--- config.mk ---
export PLATFORM = sky130hd
export DESIGN_NAME = armleocpu_load_tracker
export DESIGN_NICKNAME = d
export VERILOG_FILES = /design/src/rtl/armleocpu_load_tracker_pkg.sv /design/src/rtl/armleocpu_load_tracker_loadgen.sv /design/src/rtl/armleocpu_load_tracker.sv
export SDC_FILE = /design/constraint.sdc
export NUM_CORES = 1
export LEC_CHECK = 0
export ABC_CLOCK_PERIOD_IN_PS = 2450
export CORE_AREA = 2 2 116 118
export CTS_CLUSTER_DIAMETER = 40
export DETAILED_ROUTE_END_ITERATION = 8
export DIE_AREA = 0 0 118 120
export DONT_BUFFER_PORTS = 1
export HOLD_SLACK_MARGIN = 0.15
export PLACE_DENSITY = 0.55
export SYNTH_ARGS = -nofsm -noshare
export SYNTH_HDL_FRONTEND = slang
export SYNTH_SLANG_ARGS = --single-unit
--- constraint.sdc ---
create_clock -name clk -period 2.45 [get_ports clk]
set_clock_uncertainty 0.2 [all_clocks]
set_input_delay 0.49 -clock clk [delete_from_list [all_inputs] [get_ports clk]]
set_output_delay 0.49 -clock clk [all_outputs]
set_load 0.01 [all_outputs]
--- src/rtl/armleocpu_load_tracker_pkg.sv ---
// Shared definitions for the load tracker: load type encodings (funct3),
// result status codes, the queue entry layout and the status priority helper.
package armleocpu_load_tracker_pkg;

   localparam logic [2:0] LOAD_BYTE          = 3'b000;
   localparam logic [2:0] LOAD_HALF          = 3'b001;
   localparam logic [2:0] LOAD_WORD          = 3'b010;
   localparam logic [2:0] LOAD_BYTE_UNSIGNED = 3'b100;
   localparam logic [2:0] LOAD_HALF_UNSIGNED = 3'b101;

   localparam logic [1:0] LOADERR_NONE       = 2'b00;
   localparam logic [1:0] LOADERR_MISALIGNED = 2'b01;
   localparam logic [1:0] LOADERR_UNKNOWN    = 2'b10;
   localparam logic [1:0] LOADERR_FAULT      = 2'b11;

   typedef struct packed {
      logic [2:0]  ltype;
      logic [1:0]  offset;
      logic        done;
      logic [1:0]  err;
      logic [31:0] data;
   } load_entry_t;

   // Unknown type wins over misaligned.
   function automatic logic [1:0] load_err_code(input logic missaligned,
                                                input logic unknowntype);
      if (unknowntype)      return LOADERR_UNKNOWN;
      else if (missaligned) return LOADERR_MISALIGNED;
      else                  return LOADERR_NONE;
   endfunction

endpackage

--- src/rtl/armleocpu_load_tracker_loadgen.sv ---
// armleocpu_loadgen: combinational load aligner/classifier.
//   offset      byte offset within the word
//   ltype       load type (funct3)
//   word        raw 32-bit read word
//   data        word shifted right by offset*8, then sign/zero extended
//   missaligned LW with offset!=0, or LH/LHU with odd offset
//   unknowntype funct3 011, 110, 111
module armleocpu_loadgen
   import armleocpu_load_tracker_pkg::*;
(
   input  logic [1:0]  offset,
   input  logic [2:0]  ltype,
   input  logic [31:0] word,
   output logic [31:0] data,
   output logic        missaligned,
   output logic        unknowntype
);

   logic [31:0] shifted;

   assign shifted = word >> {offset, 3'b000};

   always_comb begin
      data        = '0;
      missaligned = 1'b0;
      unknowntype = 1'b0;
      case (ltype)
         LOAD_BYTE:          data = {{24{shifted[7]}}, shifted[7:0]};
         LOAD_BYTE_UNSIGNED: data = {24'd0, shifted[7:0]};
         LOAD_HALF: begin
            data        = {{16{shifted[15]}}, shifted[15:0]};
            missaligned = offset[0];
         end
         LOAD_HALF_UNSIGNED: begin
            data        = {16'd0, shifted[15:0]};
            missaligned = offset[0];
         end
         LOAD_WORD: begin
            data        = shifted;
            missaligned = (offset != 2'd0);
         end
         default:            unknowntype = 1'b1;
      endcase
   end

endmodule

--- src/rtl/armleocpu_load_tracker.sv ---
// armleocpu_load_tracker: in-order queue of outstanding loads.
//   req_*  : load request from execute (offset, type, tag); req_error flags
//            requests that are retired with an error and need no memory read
//   mem_*  : in-order read responses, no backpressure
//   rsp_*  : aligned result to writeback, valid/ready handshake
// Entries are written at the tail, filled in order by memory responses and
// retired from the head once done.
module armleocpu_load_tracker
   import armleocpu_load_tracker_pkg::*;
#(
   parameter int DEPTH = 2,
   parameter int TAG_W = 5
) (
   input  logic             clk,
   input  logic             rst_n,
   input  logic             req_valid,
   output logic             req_ready,
   input  logic [1:0]       req_offset,
   input  logic [2:0]       req_type,
   input  logic [TAG_W-1:0] req_tag,
   output logic             req_error,
   input  logic             mem_rvalid,
   input  logic [31:0]      mem_rdata,
   input  logic             mem_rerr,
   output logic             rsp_valid,
   input  logic             rsp_ready,
   output logic [31:0]      rsp_data,
   output logic [TAG_W-1:0] rsp_tag,
   output logic [1:0]       rsp_err
);

   localparam int PW = (DEPTH > 1) ? $clog2(DEPTH) : 1;
   localparam int CW = PW + 1;

   logic [PW-1:0]    head_q, head_d, tail_q, tail_d;
   logic [CW-1:0]    count_q, count_d;
   load_entry_t      ent_q [DEPTH];
   load_entry_t      ent_d [DEPTH];
   logic [TAG_W-1:0] tag_q [DEPTH];
   logic [TAG_W-1:0] tag_d [DEPTH];

   logic        accept, retire;
   logic        req_mis, req_unk;
   logic [31:0] req_gen_data;
   logic [1:0]  req_err_code;

   logic          fill_found;
   logic [PW-1:0] fill_idx, scan_idx;
   logic [1:0]    fill_offset;
   logic [2:0]    fill_type;
   logic [31:0]   fill_data;
   logic          fill_mis, fill_unk;

   // Request path: word tied to zero, so the extracted value is the zero
   // stored into entries that never see a memory response.
   armleocpu_loadgen u_req_gen (
      .offset      (req_offset),
      .ltype       (req_type),
      .word        (32'd0),
      .data        (req_gen_data),
      .missaligned (req_mis),
      .unknowntype (req_unk)
   );

   assign req_error    = req_mis || req_unk;
   assign req_err_code = load_err_code(req_mis, req_unk);
   assign req_ready    = (count_q != CW'(DEPTH));

   // Oldest live entry still waiting for data; only registered entries are
   // eligible, so a response never fills a same-cycle request.
   always_comb begin
      fill_found = 1'b0;
      fill_idx   = head_q;
      scan_idx   = head_q;
      for (int i = 0; i < DEPTH; i++) begin
         scan_idx = head_q + PW'(i);
         if (!fill_found && (CW'(i) < count_q) && !ent_q[scan_idx].done) begin
            fill_found = 1'b1;
            fill_idx   = scan_idx;
         end
      end
   end

   assign fill_offset = ent_q[fill_idx].offset;
   assign fill_type   = ent_q[fill_idx].ltype;

   armleocpu_loadgen u_fill_gen (
      .offset      (fill_offset),
      .ltype       (fill_type),
      .word        (mem_rdata),
      .data        (fill_data),
      .missaligned (fill_mis),
      .unknowntype (fill_unk)
   );

   assign rsp_valid = (count_q != '0) && ent_q[head_q].done;
   assign rsp_data  = rsp_valid ? ent_q[head_q].data : '0;
   assign rsp_tag   = rsp_valid ? tag_q[head_q] : '0;
   assign rsp_err   = rsp_valid ? ent_q[head_q].err : LOADERR_NONE;

   assign accept = req_valid && req_ready;
   assign retire = rsp_valid && rsp_ready;

   always_comb begin
      head_d  = head_q;
      tail_d  = tail_q;
      ent_d   = ent_q;
      tag_d   = tag_q;

      if (accept) begin
         tag_d[tail_q]        = req_tag;
         ent_d[tail_q].ltype  = req_type;
         ent_d[tail_q].offset = req_offset;
         ent_d[tail_q].done   = req_error;
         ent_d[tail_q].err    = req_err_code;
         ent_d[tail_q].data   = req_gen_data;
         tail_d               = tail_q + PW'(1);
      end

      if (mem_rvalid && fill_found) begin
         ent_d[fill_idx].done = 1'b1;
         // Pending entries always classify clean; only the fault matters.
         ent_d[fill_idx].err  = mem_rerr ? LOADERR_FAULT : load_err_code(fill_mis, fill_unk);
         ent_d[fill_idx].data = mem_rerr ? 32'd0 : fill_data;
      end

      if (retire) begin
         head_d = head_q + PW'(1);
      end

      count_d = count_q + CW'(accept) - CW'(retire);
   end

   always_ff @(posedge clk or negedge rst_n) begin
      if (!rst_n) begin
         head_q  <= '0;
         tail_q  <= '0;
         count_q <= '0;
         for (int i = 0; i < DEPTH; i++) begin
            ent_q[i] <= '0;
            tag_q[i] <= '0;
         end
      end else begin
         head_q  <= head_d;
         tail_q  <= tail_d;
         count_q <= count_d;
         ent_q   <= ent_d;
         tag_q   <= tag_d;
      end
   end

endmodule

==> impl.org <==
** Run status
- Result of the run :: complete, but fails checks
- The final reports fail on negative hold slack.

** CTS
- Clock tree from TritonCTS :: yes
- Number of H-tree levels :: 3
- Clock insertion delay at the later pin of the skew report :: around 0.34 ns
- Clock tree buffer depth :: 2
- Hold buffer count at CTS :: 19
- Reg clk slew, reported paths :: 0.07 ns
- In this run the clock root is driven by a sky130_fd_sc_hd__clkbuf_16.
- Clk sink count :: 94
- Buffers inserted during clock tree synthesis total 9.

** Worst setup path
- Worst R2R Path Depth :: 8
- Crit path to :: rsp_data[30]
- The worst setup path is launched from a flip-flop.
- Critical path, cell by cell :: buf_8 > nand2b_1 > o221ai_4 > buf_12 > nor2_1
- Register-to-register setup slack :: around 0.020 ns
- Data on the critical path arrives at its endpoint at roughly 1.8 ns.
- In this run the critical register-to-register path is captured at ent_q[67].
- Critical Path Max Stage Delay :: ~0.47 ns
- Maximum fanout count along the critical path :: 39
- The largest individual stage delay along the critical path comes from the cell sky130_fd_sc_hd__dfrtp_2.
- Setup Crit Path Kind :: flip-flop to output port
- Data required time at the worst endpoint :: between 1.5 and 2 ns
- Start point of the critical path :: head_q
- CP Capture Type :: output port
- The startpoint identified for the worst register-to-register timing path is head_q.

** Drt
- For this block, the initial DRC count from the detailed router was 230.
- The routed design has 14.6 mm of wire.
- Wire segments on met3 add up to 947 um in the final route.
- Total iterations of the first detailed-routing run :: 4
- The detailed router placed approximately 4000 vias in this run.
- Met2 Routed Length :: ~7 mm
- In the routed layout, each cell is associated on average with a via count of 5.76.
- Wire length the detailed router placed on met1 :: 6.47 mm
- Final routed wire length divided by cell count :: about 21 um
- In the routed design, unresolved DRC markers number 0.
- In this run the top signal layer used is met4.
- The count of nets left with antenna violations once routing finished came out at 0.

** Power
- Fraction of power consumed by combinational cells :: 55.7%
- Clock group share of total power :: 16.2%
- Cell internal power was estimated by the tool at about 5.3 mW.
- In this run the static leakage power is 2.76 nW.
- VDD sags by at most around 0.001 V.
- Sw power :: between 3 and 4 mW
- Power spread over the standard cell area amounts to roughly 1500 nW/um^2.
- Proportion of power drawn by flip-flops and latches :: 28.1%
- Net switching is 42.5% of the power.
- The design draws slightly above 9 mW.

** Place
- Standard cell area after detailed placement :: about 5500 sq um
- Detail Placement HPWL :: approximately 10 mm
- Including well taps, the total number of placed cells is around 660.
- Routability-driven placement finished with a final weighted congestion of roughly 0.84.
- Pre-CTS WS :: -0.00438 ns
- # port buffers :: 0

** Timing
- Worst rel slew slack :: approximately 77%
- Of the available clock period, the critical path in the final layout requires between 90% and 100%.
- Pin slew with the least headroom to its limit :: around 0.33 ns
- Endpoints failing hold :: 94
- Worst setup margin :: about 0.0030 ns
- Unrepaired setup endpoints after global routing :: yes
- Smallest hold slack :: -0.365 ns
- Max-slew violation count :: 0
- Highest Clock Rate :: slightly above 400 MHz
- Final total negative setup slack :: 0 ns
- Setup violations remaining at the end of the flow were counted as 0.
- For the finished layout, the period the worst path requires is roughly 2.4 ns.

** Global route
- For this run the aggregate overflow at the end of global routing stands at 0.
- The first global-routing pass estimated ~23 mm of wire.
- Largest net degree at the start of global routing :: between 90 and 100
- For this run, the total global-route usage over all layers was measured as 20.7%.
- The number of antenna violations at the first check in global routing was 1.
- Vias in the first global route :: between 4000 and 5000

** Yosys
- Yosys printed 0 warnings.
- For this run, the leading register cell type out of synthesis is sky130_fd_sc_hd__dfrtp_1.
- Proportion of register bits with asynchronous set or reset after synthesis :: between 90% and 100%
- Summing the sequential cell areas from Yosys gives a little under half of the chip area.
- Post-synthesis cell count :: 480
- Count of flip-flops with a built-in enable after synthesis :: 0
- Number of register bits inferred by synthesis :: 94
- Post-synthesis instance area :: about 5100 sq um
- Counting every net in the synthesized netlist gives 530.
- Count of cell types in the netlist :: between 50 and 60
- Each instance of the synthesized netlist takes up on average 10.6 sq um.

** Finish
- Post-route core utilization :: 48.5%
- Fraction of layout instances using a drive strength above 1 :: between 20% and 30%
- Net count of the finished layout :: roughly 570
- Filler-free cell count of the finished design :: between 600 and 700
- Compared with the post-synthesis result, the final layout area differs by 23.9%.
- Finished layout cell area :: between 6000 and 7000 sq um

** Die
- Die boundary width :: between 100 and 150 um
- IO Pins :: 90
- Number of rows in the core area :: 42
- For this configuration, the core starts out at a cell density of 39.2%.
- In this run the vertical extent of the chip is about 120 um.
- Full die area :: 14200 sq um
- Area of the core :: 13000 sq um

** Flow run
- Max-capacitance violation count :: 0

** Worst hold path
- The tightest min-delay check is of the input pin to async pin type.
## placed cells by master, fill, tap and decap left out, types with 3 or more instances in the layout
| master | count |
|---|---|
| sky130_fd_sc_hd__a211oi_1 | 9 |
| sky130_fd_sc_hd__a21oi_1 | 19 |
| sky130_fd_sc_hd__a221o_1 | 32 |
| sky130_fd_sc_hd__a22o_1 | 18 |
| sky130_fd_sc_hd__and2_1 | 9 |
| sky130_fd_sc_hd__buf_12 | 7 |
| sky130_fd_sc_hd__buf_4 | 30 |
| sky130_fd_sc_hd__clkbuf_16 | 10 |
| sky130_fd_sc_hd__dfrtp_1 | 90 |
| sky130_fd_sc_hd__dfrtp_2 | 4 |
| sky130_fd_sc_hd__dlygate4sd3_1 | 19 |
| sky130_fd_sc_hd__inv_1 | 4 |
| sky130_fd_sc_hd__mux2_2 | 22 |
| sky130_fd_sc_hd__mux2i_1 | 54 |
| sky130_fd_sc_hd__mux2i_2 | 6 |
| sky130_fd_sc_hd__nand2_1 | 31 |
| sky130_fd_sc_hd__nand2_2 | 3 |
| sky130_fd_sc_hd__nand2b_1 | 6 |
| sky130_fd_sc_hd__nand3_1 | 5 |
| sky130_fd_sc_hd__nor2_1 | 36 |
| sky130_fd_sc_hd__nor2_2 | 30 |
| sky130_fd_sc_hd__o211ai_1 | 14 |
| sky130_fd_sc_hd__o21ai_0 | 9 |
| sky130_fd_sc_hd__xnor2_1 | 3 |
## how the worst min path moves through the flow
stage / from / end / slack [ns]
after global routing: rst_n / ent_q[21] / -0.40
after detailed placement: rst_n / ent_q[62] / -0.001
after global placement: rst_n / ent_q[60] / -0.0006
final: rst_n / ent_q[21] / -0.36
after CTS: rst_n / ent_q[67] / -0.38
after floorplan: rst_n / count_q[0] / -0.006
## layer usage
metal / up-vias / global-route usage, %
li1: 1857 / -
met5: - / 0
met1: 2044 / 27.3
met4: 0 / 5.35
met3: 6 / 6.89
met2: 117 / 32.7
## cell type report
class                           instances  area (sq um)
Fill cell                            1205          6680
Clock buffer                            9           225
Timing Repair Buffer                   61           633
Tap cell                              176           220
Clock inverter                          6          93.8
Multi-Input combinational cell        348          2750
Antenna cell                            1          2.50
Inverter                                4          15.0
Sequential cell                        94          2360
## sequential cells by signal, indices dropped and copies added, names as in the netlist
register and count:
head_q 1, ent_q 80, tail_q 1, tag_q 10, count_q 2
## kinds of logic after synthesis
| logic type | Yosys count | share of synthesized area [%] |
|---|---|---|
| DFF | 94 | 46.3 |
| muxes | 83 | 16.9 |
| AOI/OAI and AO/OA | 120 | 19.4 |
| xor gates and xnor gates | 4 | 0.689 |
| adders and majority gates | 2 | 0.492 |
| and+or+nand+nor | 139 | 12.7 |
| buffers and inverters | 38 | 3.54 |
## power groups by stage
stage / clock, mW / sequential [mW] / combinational [mW]
final: 1.51 / 2.61 / 5.18
after global routing: 1.60 / 2.69 / 5.61
after detailed placement: 0 / 2.61 / 4.61
after CTS: 1.54 / 2.59 / 4.77
after global placement: 0 / 2.58 / 4.55
after floorplan: 0 / 2.44 / 3.33
## critical path: cells and delay by family (launching register included)
kind,cells,cell delay [ns]
flip-flops,1,0.47
buffers and inverters,2,0.40
AND/OR/NAND/NOR,2,0.40
AO/OA/AOI/OAI,1,0.13
## what timing repair did
action | CTS | global route
gates resized for setup | 14 | 48
setup buffers | 0 | 12
pin swaps | 0 | 6
hold endpoints to repair | 131 | 94
cloned | 0 | 1
setup endpoints to repair | 61 | 104
## cell usage after synthesis (2+ instances only)
master / n / area share, %
sky130_fd_sc_hd__a211oi_1: 10 / 1.5
sky130_fd_sc_hd__a21oi_1: 19 / 1.9
sky130_fd_sc_hd__a21oi_4: 2 / 0.64
sky130_fd_sc_hd__a221o_1: 32 / 6.3
sky130_fd_sc_hd__a22o_1: 18 / 3.1
sky130_fd_sc_hd__and2_1: 10 / 1.2
sky130_fd_sc_hd__and3b_1: 2 / 0.34
sky130_fd_sc_hd__buf_2: 9 / 0.89
sky130_fd_sc_hd__buf_6: 3 / 0.66
sky130_fd_sc_hd__clkbuf_1: 20 / 1.5
sky130_fd_sc_hd__dfrtp_1: 94 / 46
sky130_fd_sc_hd__ha_1: 2 / 0.49
sky130_fd_sc_hd__inv_1: 4 / 0.30
sky130_fd_sc_hd__mux2_2: 22 / 4.9
sky130_fd_sc_hd__mux2i_1: 61 / 12
sky130_fd_sc_hd__nand2_1: 33 / 2.4
sky130_fd_sc_hd__nand2b_1: 7 / 0.86
sky130_fd_sc_hd__nand3_1: 5 / 0.49
sky130_fd_sc_hd__nand3b_1: 2 / 0.30
sky130_fd_sc_hd__nor2_1: 66 / 4.9
sky130_fd_sc_hd__nor2b_1: 3 / 0.37
sky130_fd_sc_hd__nor3_2: 2 / 0.39
sky130_fd_sc_hd__nor3b_1: 2 / 0.30
sky130_fd_sc_hd__o211ai_1: 14 / 2.1
sky130_fd_sc_hd__o21ai_0: 9 / 0.89
sky130_fd_sc_hd__o21ai_2: 2 / 0.34
sky130_fd_sc_hd__xnor2_1: 3 / 0.52
Power figures use the tool's default switching activity.
